### src/rtl/vga_text_render.sv
// vga_text_render: character-mode VGA raster generator with text/font fetch, attribute colour and blinking cursor
// Ports: clk, reset_n (async active-low), pix_en (pixel-rate enable);
//        text_addr/text_data: text RAM (1 pix_en read latency); font_addr/font_data: font ROM (1 pix_en read latency);
//        cursor_en/cursor_col/cursor_row: block cursor; hsync/vsync (active-low), valid, vga_r/g/b: pixel outputs
//        delayed 3 pix_en from the raster counters; frame_start: pulse while the counters sit at (0,0).
module vga_text_render #(
  parameter int H_ACTIVE     = 640,
  parameter int H_FP         = 16,
  parameter int H_SYNC       = 96,
  parameter int H_BP         = 48,
  parameter int V_ACTIVE     = 480,
  parameter int V_FP         = 10,
  parameter int V_SYNC       = 2,
  parameter int V_BP         = 33,
  parameter int FONT_W       = 9,
  parameter int FONT_H       = 16,
  parameter int COLS         = 70,
  parameter int ROWS         = 30,
  parameter int X_OFF        = 4,
  parameter int TADDR_W      = 12,
  parameter int FADDR_W      = 12,
  parameter int BLINK_FRAMES = 30
) (
  input  logic               clk,
  input  logic               reset_n,
  input  logic               pix_en,
  output logic [TADDR_W-1:0] text_addr,
  input  logic [15:0]        text_data,
  output logic [FADDR_W-1:0] font_addr,
  input  logic [FONT_W-1:0]  font_data,
  input  logic               cursor_en,
  input  logic [7:0]         cursor_col,
  input  logic [7:0]         cursor_row,
  output logic               hsync,
  output logic               vsync,
  output logic               valid,
  output logic [7:0]         vga_r,
  output logic [7:0]         vga_g,
  output logic [7:0]         vga_b,
  output logic               frame_start
);
  localparam int H_TOTAL = H_ACTIVE + H_FP + H_SYNC + H_BP;
  localparam int V_TOTAL = V_ACTIVE + V_FP + V_SYNC + V_BP;
  localparam int HW = $clog2(H_TOTAL);
  localparam int VW = $clog2(V_TOTAL);
  localparam int GXW = $clog2(FONT_W + 1);
  localparam int GYW = FADDR_W - 8;
  localparam int BW = $clog2(BLINK_FRAMES + 1);
  localparam logic [HW-1:0] H_LAST = HW'(H_TOTAL - 1);
  localparam logic [HW-1:0] H_VIS = HW'(H_ACTIVE);
  localparam logic [HW-1:0] H_X0 = HW'(X_OFF);
  localparam logic [HW-1:0] HS_BEG = HW'(H_ACTIVE + H_FP);
  localparam logic [HW-1:0] HS_END = HW'(H_ACTIVE + H_FP + H_SYNC);
  localparam logic [VW-1:0] V_LAST = VW'(V_TOTAL - 1);
  localparam logic [VW-1:0] V_VIS = VW'(V_ACTIVE);
  localparam logic [VW-1:0] VS_BEG = VW'(V_ACTIVE + V_FP);
  localparam logic [VW-1:0] VS_END = VW'(V_ACTIVE + V_FP + V_SYNC);
  localparam logic [GXW-1:0] GX_LAST = GXW'(FONT_W - 1);
  localparam logic [GYW-1:0] GY_LAST = GYW'(FONT_H - 1);
  localparam logic [7:0] COLS8 = 8'(COLS);
  localparam logic [7:0] ROWS8 = 8'(ROWS);
  localparam logic [TADDR_W-1:0] COLS_A = TADDR_W'(COLS);
  localparam logic [BW-1:0] BL_LAST = BW'(BLINK_FRAMES - 1);

  logic [HW-1:0] h, h_nxt;
  logic [VW-1:0] v, v_nxt;
  logic [GXW-1:0] gx, gx1, gx2;
  logic [GYW-1:0] gy, gy1;
  logic [7:0] col, row;
  logic [TADDR_W-1:0] row_base;
  logic [BW-1:0] blink_cnt;
  logic blink_ph;
  logic h_wrap, v_wrap, vis0, cell0, hit0, hs0, vs0;
  logic vis1, cell1, hit1, hs1, vs1;
  logic vis2, cell2, hit2, hs2, vs2;
  logic [7:0] attr2;
  logic [3:0] fg, bg, idx;
  logic [7:0] lvl;
  logic show;

  assign h_wrap = h == H_LAST;
  assign v_wrap = v == V_LAST;
  assign h_nxt = h_wrap ? '0 : h + 1'b1;
  assign v_nxt = h_wrap ? (v_wrap ? '0 : v + 1'b1) : v;
  assign vis0 = h < H_VIS && v < V_VIS;
  assign cell0 = vis0 && h >= H_X0 && col < COLS8 && row < ROWS8;
  // cell0 gating keeps the cursor inside the text grid even for out-of-range coordinates
  assign hit0 = cell0 && cursor_en && blink_ph && col == cursor_col && row == cursor_row;
  assign hs0 = !(h >= HS_BEG && h < HS_END);
  assign vs0 = !(v >= VS_BEG && v < VS_END);
  // address 0 outside the grid so nothing beyond COLS*ROWS ever reaches the RAM
  assign text_addr = cell0 ? row_base + TADDR_W'(col) : '0;
  assign font_addr = FADDR_W'({text_data[7:0], gy1});

  assign fg = hit2 ? attr2[7:4] : attr2[3:0];
  assign bg = hit2 ? attr2[3:0] : attr2[7:4];
  assign idx = font_data[gx2] ? fg : bg;
  assign lvl = idx[3] ? 8'hFF : 8'hAA;
  assign show = cell2 && vis2;

  always_ff @(posedge clk or negedge reset_n)
    if (!reset_n) begin
      h <= '0;
      v <= '0;
      gx <= '0;
      col <= '0;
      gy <= '0;
      row <= '0;
      row_base <= '0;
      blink_cnt <= '0;
      blink_ph <= 1'b1;
      frame_start <= 1'b0;
      {vis1, cell1, hit1, hs1, vs1, gx1, gy1} <= {3'b000, 2'b11, {GXW{1'b0}}, {GYW{1'b0}}};
      {vis2, cell2, hit2, hs2, vs2, gx2, attr2} <= {3'b000, 2'b11, {GXW{1'b0}}, 8'h00};
      {hsync, vsync, valid} <= 3'b110;
      {vga_r, vga_g, vga_b} <= '0;
    end else if (pix_en) begin
      h <= h_nxt;
      v <= v_nxt;
      frame_start <= h_nxt == '0 && v_nxt == '0;
      if (h_wrap) begin
        gx <= '0;
        col <= '0;
      end else if (h >= H_X0) begin
        gx <= gx == GX_LAST ? '0 : gx + 1'b1;
        if (gx == GX_LAST && col < COLS8) col <= col + 1'b1;
      end
      if (h_wrap) begin
        if (v_wrap) begin
          gy <= '0;
          row <= '0;
          row_base <= '0;
        end else if (gy == GY_LAST) begin
          gy <= '0;
          if (row < ROWS8) begin
            row <= row + 1'b1;
            row_base <= row_base + COLS_A;
          end
        end else gy <= gy + 1'b1;
      end
      if (frame_start) begin
        blink_cnt <= blink_cnt == BL_LAST ? '0 : blink_cnt + 1'b1;
        if (blink_cnt == BL_LAST) blink_ph <= ~blink_ph;
      end
      {vis1, cell1, hit1, hs1, vs1, gx1, gy1} <= {vis0, cell0, hit0, hs0, vs0, gx, gy};
      {vis2, cell2, hit2, hs2, vs2, gx2, attr2} <= {vis1, cell1, hit1, hs1, vs1, gx1, text_data[15:8]};
      {hsync, vsync, valid} <= {hs2, vs2, vis2};
      vga_r <= show && idx[2] ? lvl : '0;
      vga_g <= show && idx[1] ? lvl : '0;
      vga_b <= show && idx[0] ? lvl : '0;
    end
endmodule

### config.mk
export PLATFORM = sky130hd
export DESIGN_NAME = vga_text_render
export DESIGN_NICKNAME = d
export VERILOG_FILES = /design/src/rtl/vga_text_render.sv
export SDC_FILE = /design/constraint.sdc
export NUM_CORES = 1
export LEC_CHECK = 0
export BUFFER_PORTS_ARGS = -buffer_cell sky130_fd_sc_hd__buf_2
export CORE_UTILIZATION = 40
export CTS_BUF_LIST = sky130_fd_sc_hd__clkbuf_2 sky130_fd_sc_hd__clkbuf_4 sky130_fd_sc_hd__clkbuf_8
export CTS_CLUSTER_SIZE = 10
export DETAILED_ROUTE_END_ITERATION = 12
export PLACE_DENSITY = 0.64
export SLEW_MARGIN = 20
export SYNTH_ARGS = -nofsm -noshare
export SYNTH_HDL_FRONTEND = slang
export SYNTH_SLANG_ARGS = --single-unit
### constraint.sdc
create_clock -name clk -period 3.4 [get_ports clk]
set_input_delay 0.68 -clock clk [delete_from_list [all_inputs] [get_ports clk]]
set_output_delay 0.68 -clock clk [all_outputs]
set_load 0.005 [all_outputs]
* After elaboration in Yosys (flattened, before gate mapping) *
Index checks and enable logic that the tools add are counted.

word-level totals
  input bits = 45
  logic and storage cells = 115
  output and inout bits = 52
  flip-flop bits (word level) = 120

operators by class
  add/subtract/negate cells = 9
  muxes and demuxes = 28
  $lt $le $gt $ge = 10
  equality and inequality tests = 7
  reduce and logical (&&, ||, !) cells = 30
  bitwise operators = 1

operators with widths
  kind                     count
  $mux W8                  9
  $mux W12                 4
  $mux W4                  8
  $mux W10                 3
  $add A10 B1 Y10 const B  2
  $eq A10 B10 Y1 const B   2
  $logic_not A10 Y1        2
  $lt A10 B10 Y1 const B   2
  $lt A10 B9 Y1 const B    2
  $add A8 B1 Y8 const B    2
  $eq A8 B8 Y1             2
  $logic_and A1 B1 Y1      16
  $add A12 B7 Y12 const B  1
  $add A12 B8 Y12          1
  $ge A10 B10 Y1 const B   1
  $ge A10 B3 Y1 const B    1
  $ge A10 B9 Y1 const B    1
  $add A4 B1 Y4 const B    2
  $eq A4 B4 Y1 const B     2
  $lt A8 B5 Y1 const B     1
  $lt A8 B7 Y1 const B     1
  $reduce_bool A2 Y1       4
  $mux W7                  1
  $reduce_and A2 Y1        3
  10 further kinds         12

* Longest topological paths before layout *
Gate-level depths: netlist of the first run.

  depth after elaboration = 9
  depth in mapped cells = 9
  mapped depth without buffers = 9

* Least setup slack after synthesis of the first run *
OpenSTA, ideal clock, no wires.

  kind = register to output
  from = reg col[1]
  to = out text_addr[10]
  buffers on the path = 0
  path slack = 0.753 ns
  required time = 2.720 ns
  cell stages (with the launch flop) = 10
  arrival time = 1.967 ns
  path through = dfrtp_1 -> inv_1 -> fa_1 -> nor2b_1 -> o21ai_0 -> a21boi_0 -> o21ai_0 -> a211oi_1 -> xnor2_1 -> nor2_1

between the ends
  cells in the longest elaborated chain, start to end = 4
  elaborated cells on any way between the ends = 5
  classes of those cells = add/sub (1); order compare (1); mux (1); reduce/logical (2)

ends and longest elaborated chain
  what                              RTL line  RTL
  start: declaration                69        logic [7:0] col, row;
  start signal: assignment          126       if (gx == GX_LAST && col < COLS8) col <= col + 1'b1;
  $lt A8 B7 Y1                      86        assign cell0 = vis0 && h >= H_X0 && col < COLS8 && row < ROWS8;
  $logic_and A1 B1 Y1 (2 in a row)  86
  $mux W12 *                        92        assign text_addr = cell0 ? row_base + TADDR_W'(col) : '0;
  end: declaration                  27        output logic [TADDR_W-1:0] text_addr,

Mark *: on every way between the ends. The rest lies on a longest branch, timed or not.

* Worst setup path in the final report of the first run *
Same ends and word-level chain as after synthesis.

==> results of run 1 <==
-- worst reg2reg max path: cells and delay by family, from the launching register on --
family | cells | cell delay (ns)
DFF | 1 | 0.46
adders and majority gates | 1 | 0.29
buffers and inverters | 1 | 0.24
and+or+nand+nor | 5 | 1.25
AOI/OAI and AO/OA | 1 | 0.23
-- layer usage --
metal,up-vias,GRT usage,share of wire,wire (um)
met5,-,0,0,0
li1,2167,-,-,-
met3,18,0.03137,0.054,673
met4,0,0.08283,0.021,257
met1,2179,0.2376,0.49,5995
met2,139,0.2591,0.44,5425
-- worst max path at each step --
stage,start,to,slack (ns),cells past startpoint
floorplan,col[1],text_addr[10],0.75,9
global placement,col[1],text_addr[10],0.48,10
detailed placement,col[1],text_addr[10],0.42,10
CTS,col[1],text_addr[10],0.03,10
global route,col[1],text_addr[10],0.02,10
finish,col[1],text_addr[10],0.18,10
-- placed cells by master, fill, tap and decap left out, types with 3 or more instances in the layout --
cell      synthesis  layout
a211oi_1          4       3
a21o_1            4       4
a21oi_1          15      15
a22o_1            4       4
a31oi_1           4       4
and2_1            3       3
and3_1            8       8
and4_1            3       3
buf_2             9      79
buf_4            27       5
clkbuf_8          0      11
dfrtp_1          94      93
dfstp_2           7       7
ha_1             19      19
inv_1            22      22
mux2_2           30      30
mux2_4            3       3
mux2i_1           5       5
nand2_1          46      46
nand2b_1          3       3
nand3_1          23      23
nand4_1          22      22
nor2_1           59      59
nor2b_1           8       8
nor3_1           11      11
nor4_1            4       4
nor4b_1           4       4
o21ai_0          41      40
o22ai_1           8       8
o31ai_1           9       9
or3_1             4       4
xnor2_1          35      35
xor2_1           17      17
-- registers in the layout, indices dropped and copies added (netlist names), 5 cells and up --
register / count
attr2: 8
blink_cnt: 5
col: 8
h: 10
row: 8
row_base: 11
v: 10
-- power by group through the flow --
stage | Sequential, mW | Combinational (mW) | Clock [mW]
6_report | 1.59 | 0.871 | 0.808
5_1_grt | 1.62 | 0.991 | 0.887
4_1_cts | 1.58 | 0.882 | 0.843
3_5_place_dp | 1.61 | 0.878 | 0
3_3_place_gp | 1.59 | 0.861 | 0
2_1_floorplan | 1.52 | 0.779 | 0
-- timing repair --
action	4_1_cts	5_1_grt
hold buffers	0	0
endpoints found under the setup margin	1	2
gates resized for setup	1	3
pin swaps	0	1
-- cells by family (layout without fill, tap and decap cells) --
logic type | after synthesis | count (layout) | synth area share
muxes | 40 | 40 | 0.08250
DFF | 101 | 101 | 0.4310
and+or+nand+nor | 212 | 212 | 0.1846
other | 1 | 1 | 0.0006373
buffers and inverters | 76 | 123 | 0.07017
adders and majority gates | 21 | 21 | 0.04550
xor gates and xnor gates | 53 | 53 | 0.08207
AOI/OAI and AO/OA | 99 | 99 | 0.1036
-- synth_stat cells (2+ instances only) --
cell type  count
and3_1         8
nor3b_1        2
ha_1          19
a31oi_1        4
and4_1         3
xor2_1        17
nand2_1       46
o21ai_0       41
o22ai_1        8
o31ai_1        9
nand3b_1       2
nand3_1       23
nor4b_1        4
dfstp_2        7
buf_6          2
nor2_1        59
nand4_1       22
or3_1          4
xnor2_1       35
buf_4         27
mux2_2        30
nor2b_1        8
a21oi_1       15
buf_1          4
a211o_1        2
mux2_4         3
dfrtp_1       94
a22o_1         4
mux4_1         2
and3_4         2
nand2b_1       3
a21o_1         4
nor2_2         2
mux2i_1        5
and2_1         3
nor3_1        11
a211oi_1       4
inv_1         22
buf_2          9
clkbuf_1      12
nor4_1         4
-- final cells by class --
class / instances / area (um2) / share of cell area
clock buffers: 13 / 166.4 / 0.02581
clock inverters: 3 / 43.79 / 0.006791
inverters: 22 / 82.58 / 0.01281
multi-input cells: 426 / 2940 / 0.4560
flip-flops and latches: 101 / 2537 / 0.3935
well taps: 180 / 225.2 / 0.03492
repair buffers: 85 / 452.9 / 0.07024
==> reports/metrics.yaml, run 1 <==
status: "finished clean"
vias_per_cell: 5.425
critPathKind: "reg2out"
cts_tree: "built"
r2r-start: "h[1]"
htreeDepth: 3
synthArstFlopShare: 1.000
setup-tns-final_ns: 0
synth_edf_count: 0
end_kind: "primary output"
syn_area_um2: 5884
via_count: 4503
rr_endpoint: "row[1]"
grt_pass1_vias: 4226
timing_max_transition_violations_final: 0
ys.flop_type: "dfrtp_1"
drtIter0Drc: 251
stdcell_count: 830
fill_cells: 1340
nets: 710
ys_seq_area_frac: 0.4310
core_area_um2: 14100
synth_cell_type_count: 59
yosysTopAreaCell: "dfrtp_1"
overflow: 0
fmaxAchievable_mhz: 310.3
crit_chain: "inv_1, fa_1, nor2b_1, o21ai_0, a21boi_1, o21ai_1, a211oi_2, xnor2_1, nor2_1, buf_2"
num_rows: 43
hold_path_class: "in2async"
ant_nets: 0
fin_area_um2: 6449
dp_cells: 814
die_x_um: 123.3
initial_core_util: 0.4175
gp_congestion: 0.8841
first_pass_iters: 5
slew_headroom: 0.6421
setup_ws_ns: 0.1771
p_total_mw: 3.264
worst-path-max-fanout: 7
post_cts_buffers: 0
synth.area.top_cells: "dfrtp_1 (40%), mux2_2 (5.7%), xnor2_1 (5.2%)"
irDropWorstVdd_mv: 0.2071
ys_ff_latch: 101
wl_mm: 12.35
fin_crit_sh: 0.9479
tightest_slew_ns: 0.5353
avgSynthCellArea_um2: 9.759
die-area_um2: 15200
clockRootBuffer: "clkbuf_8"
fin_util: 0.4575
hold_viol_final: 0
clkSinkCount: 101
p_int_mw: 2.221
synth_warnings: 0
clk_path_buf_depth: 2
cts-buffers-inserted: 9
p_clk_frac: 0.248
wl_per_cell_um: 14.88
finClkSkew_ns: 0.01681
power_frac_comb: 0.267
synth_top_area_frac: 0.3997
placed_area_um2: 6232
dp_hpwl_mm: 9.069
pwr_density_cell_nw_per_um2: 506.2
r2r.worst_path.cells: 8
critical_path.max_stage_delay_ns: 0.45
grt_pass1_wl_mm: 20.29
seqPwrFrac: 0.486
hold_ws_ns: 0.2257
cp-start-kind: "register"
drive_above_1_share: 0.2369
syn_nets: 668
cp.arrival_ns: 2.54
dp_slack_ns: 0.4164
grt_usage: 0.1718
antenna_found_initial: 0
worst-path-buf-inv: 2
area_growth_pct: 9.590
cp.required_ns: 2.72
grt_start_max_net_pins: 73
leakagePower_nw: 2.897
die_h_um: 123.3
post-route-drc-count: 0
switching_share: 0.3195
fin_crit_ns: 3.223
grt_setup_unrepaired: "false"
clk_latency_ns: 0.38
setup_violations: 0
n_antenna_cell: 0
r2r_slack_ns: 0.84
clk_pin_slew_ns: 0.10
switching_power_mw: 1.043
syn_inst: 603
io_buffers: 80
io_pins: 97
cp_slowest_cell: "dfrtp_2"
crit_family: "compound AO/OA/AOI/OAI gates"
max_cap_violations: 0
Note: power is estimated with default switching activity, not from simulation.
==> inputs of run 2 (changes only) <==
--- a/config.mk
+++ b/config.mk
@@ -8,9 +8,7 @@
 export BUFFER_PORTS_ARGS = -buffer_cell sky130_fd_sc_hd__buf_2
 export CORE_UTILIZATION = 40
 export CTS_BUF_LIST = sky130_fd_sc_hd__clkbuf_2 sky130_fd_sc_hd__clkbuf_4 sky130_fd_sc_hd__clkbuf_8
-export CTS_CLUSTER_SIZE = 10
 export DETAILED_ROUTE_END_ITERATION = 12
-export PLACE_DENSITY = 0.64
 export SLEW_MARGIN = 20
 export SYNTH_ARGS = -nofsm -noshare
 export SYNTH_HDL_FRONTEND = slang
==> run 2 against run 1 <==
Compared with the run above: non-clock buffer count up 2; fmax is 0.90% lower; total power shrank 2.1%; clock-buffer cell count is 2 lower; critical path type unchanged.
==> reports/metrics.yaml, run 2 (synthesis results as in run 1) <==
status: "finished clean"
irDropWorstVdd_mv: 0.1945
max_cap_violations: 0
wl_per_cell_um: 15.17
grt.met1_usage: 0.2409
wl_mm: 12.62
grt_pass1_wl_mm: 20.60
drive_above_1_share: 0.2393
setup_violations: 0
area_growth_pct: 9.207
worst-path-max-fanout: 5
timing_max_transition_violations_final: 0
fin_area_um2: 6426
dp_hpwl_mm: 9.207
met2_usage: 0.2716
cp.arrival_ns: 2.57
grt_usage: 0.1756
cp_slowest_cell: "dfrtp_1"
io_pins: 97
top_usage_layer: "met2"
clockRootBuffer: "clkbuf_8"
crit_chain: "inv_1, fa_1, nor2b_1, o21ai_0, a21boi_1, o21ai_1, a211oi_2, xnor2_1, nor2_1, buf_2"
critPathKind: "reg2out"
tightest_slew_ns: 0.6866
final_common_cell: "dfrtp_1"
htreeDepth: 3
grt_start_max_net_pins: 54
die-area_um2: 15200
drtIter0Drc: 313
end_kind: "primary output"
setup-tns-final_ns: 0
final_cell_mix: "dfrtp_1 (93), buf_2 (79), nor2_1 (59)"
vias_per_cell: 5.381
clkSinkCount: 101
met3_usage: 0.04566
via_count: 4477
antenna_found_initial: 0
cts_tree: "built"
placed_area_um2: 6227
hold_ws_ns: 0.3275
first_pass_iters: 5
die_x_um: 123.3
largest_register_ffs: 11
top_regs: "row_base: 11 flops, h: 10 flops, v: 10 flops"
nets: 712
setup_ws_ns: 0.1478
fin_crit_ns: 3.252
gp_congestion: 0.8838
cts-buffers-inserted: 9
finClkSkew_ns: 0.01047
core_area_um2: 14100
clk_path_buf_depth: 2
grt_setup_unrepaired: "false"
leakagePower_nw: 2.883
dp_slack_ns: 0.3368
fill_cells: 1369
num_rows: 43
worst-path-buf-inv: 2
overflow: 0
hold_viol_final: 0
clk_pin_slew_ns: 0.09
fmaxAchievable_mhz: 307.5
fin_crit_sh: 0.9565
top_register: "row_base"
pwr_density_cell_nw_per_um2: 497.5
io_buffers: 80
ctsHoldBuffers: 0
cp-start-kind: "register"
post-route-drc-count: 0
crit_family: "compound AO/OA/AOI/OAI gates"
die_h_um: 123.3
slew_headroom: 0.5423
ant_nets: 0
cp.required_ns: 2.72
hold_path_class: "in2async"
n_antenna_cell: 0
critical_path.max_stage_delay_ns: 0.43
initial_core_util: 0.4175
grt_pass1_vias: 4140
clk_latency_ns: 0.38
-- run 2: cell types whose count changed in the layout (fill, tap and decap cells not counted) --
cell,delta
clkinv_4,-1
buf_12,-1
clkinvlp_4,+2
clkinv_2,+1
bufinv_16,-1
buf_4,+3
clkbuf_4,-2
inv_6,+1
-- run 2: layout make-up --
cell class                 count  area [um2]  area share
clock buffer                  11       151.4     0.02356
multi-input combinational    426        2940      0.4576
timing repair buffer          87       455.4     0.07087
sequential                   101        2537      0.3949
clock inverter                 5       33.78    0.005257
tap                          180       225.2     0.03505
inverter                      22       82.58     0.01285
-- run 2: stage by stage --
| step | instances | power [mW] | util |
|---|---|---|---|
| after floorplan | 603 | 2.297 | - |
| after detailed placement | 815 | 2.492 | 0.4418 |
| after CTS | 831 | 3.244 | 0.4550 |
| after global placement | 815 | 2.459 | 0.4418 |
| final | 832 | 3.197 | 0.4559 |
| after global routing | 832 | 3.440 | 0.4559 |
-- run 2: routing by layer --
layer	share of wire	routed length (um)	vias up
li1	-	-	2173
met1	0.47	5962	2153
met2	0.46	5769	135
met3	0.057	721	16
met4	0.013	165	0
met5	0	0	-
-- run 2: repair_timing --
action | CTS | global route
resized for setup | 2 | 2
setup buffers | 0 | 1
pin swaps | 0 | 2
setup endpoints to repair | 1 | 2
-- run 2: power breakdown --
part           leakage, nW  total (mW)  switching (mW)  internal, mW
clock network       0.0917       0.729           0.423         0.306
logic                 1.50       0.887           0.424         0.463
registers             1.29        1.58           0.216          1.37
-- run 2: final timing paths --
| kind | start | end | slack, ns | cells after the start |
|---|---|---|---|---|
| hold reg to reg | hs1 | hs1 | 0.50 | 2 |
| setup / recovery | row_base[1] | text_addr[10] | 0.15 | 10 |
| hold / removal | reset_n | vga_r[5] | 0.33 | 1 |
| min in group clk | hs1 | hs1 | 0.50 | 2 |
| setup reg to reg | h[1] | row[1] | 0.85 | 7 |
| max in group asynchronous | reset_n | vs2 | 2.21 | 2 |
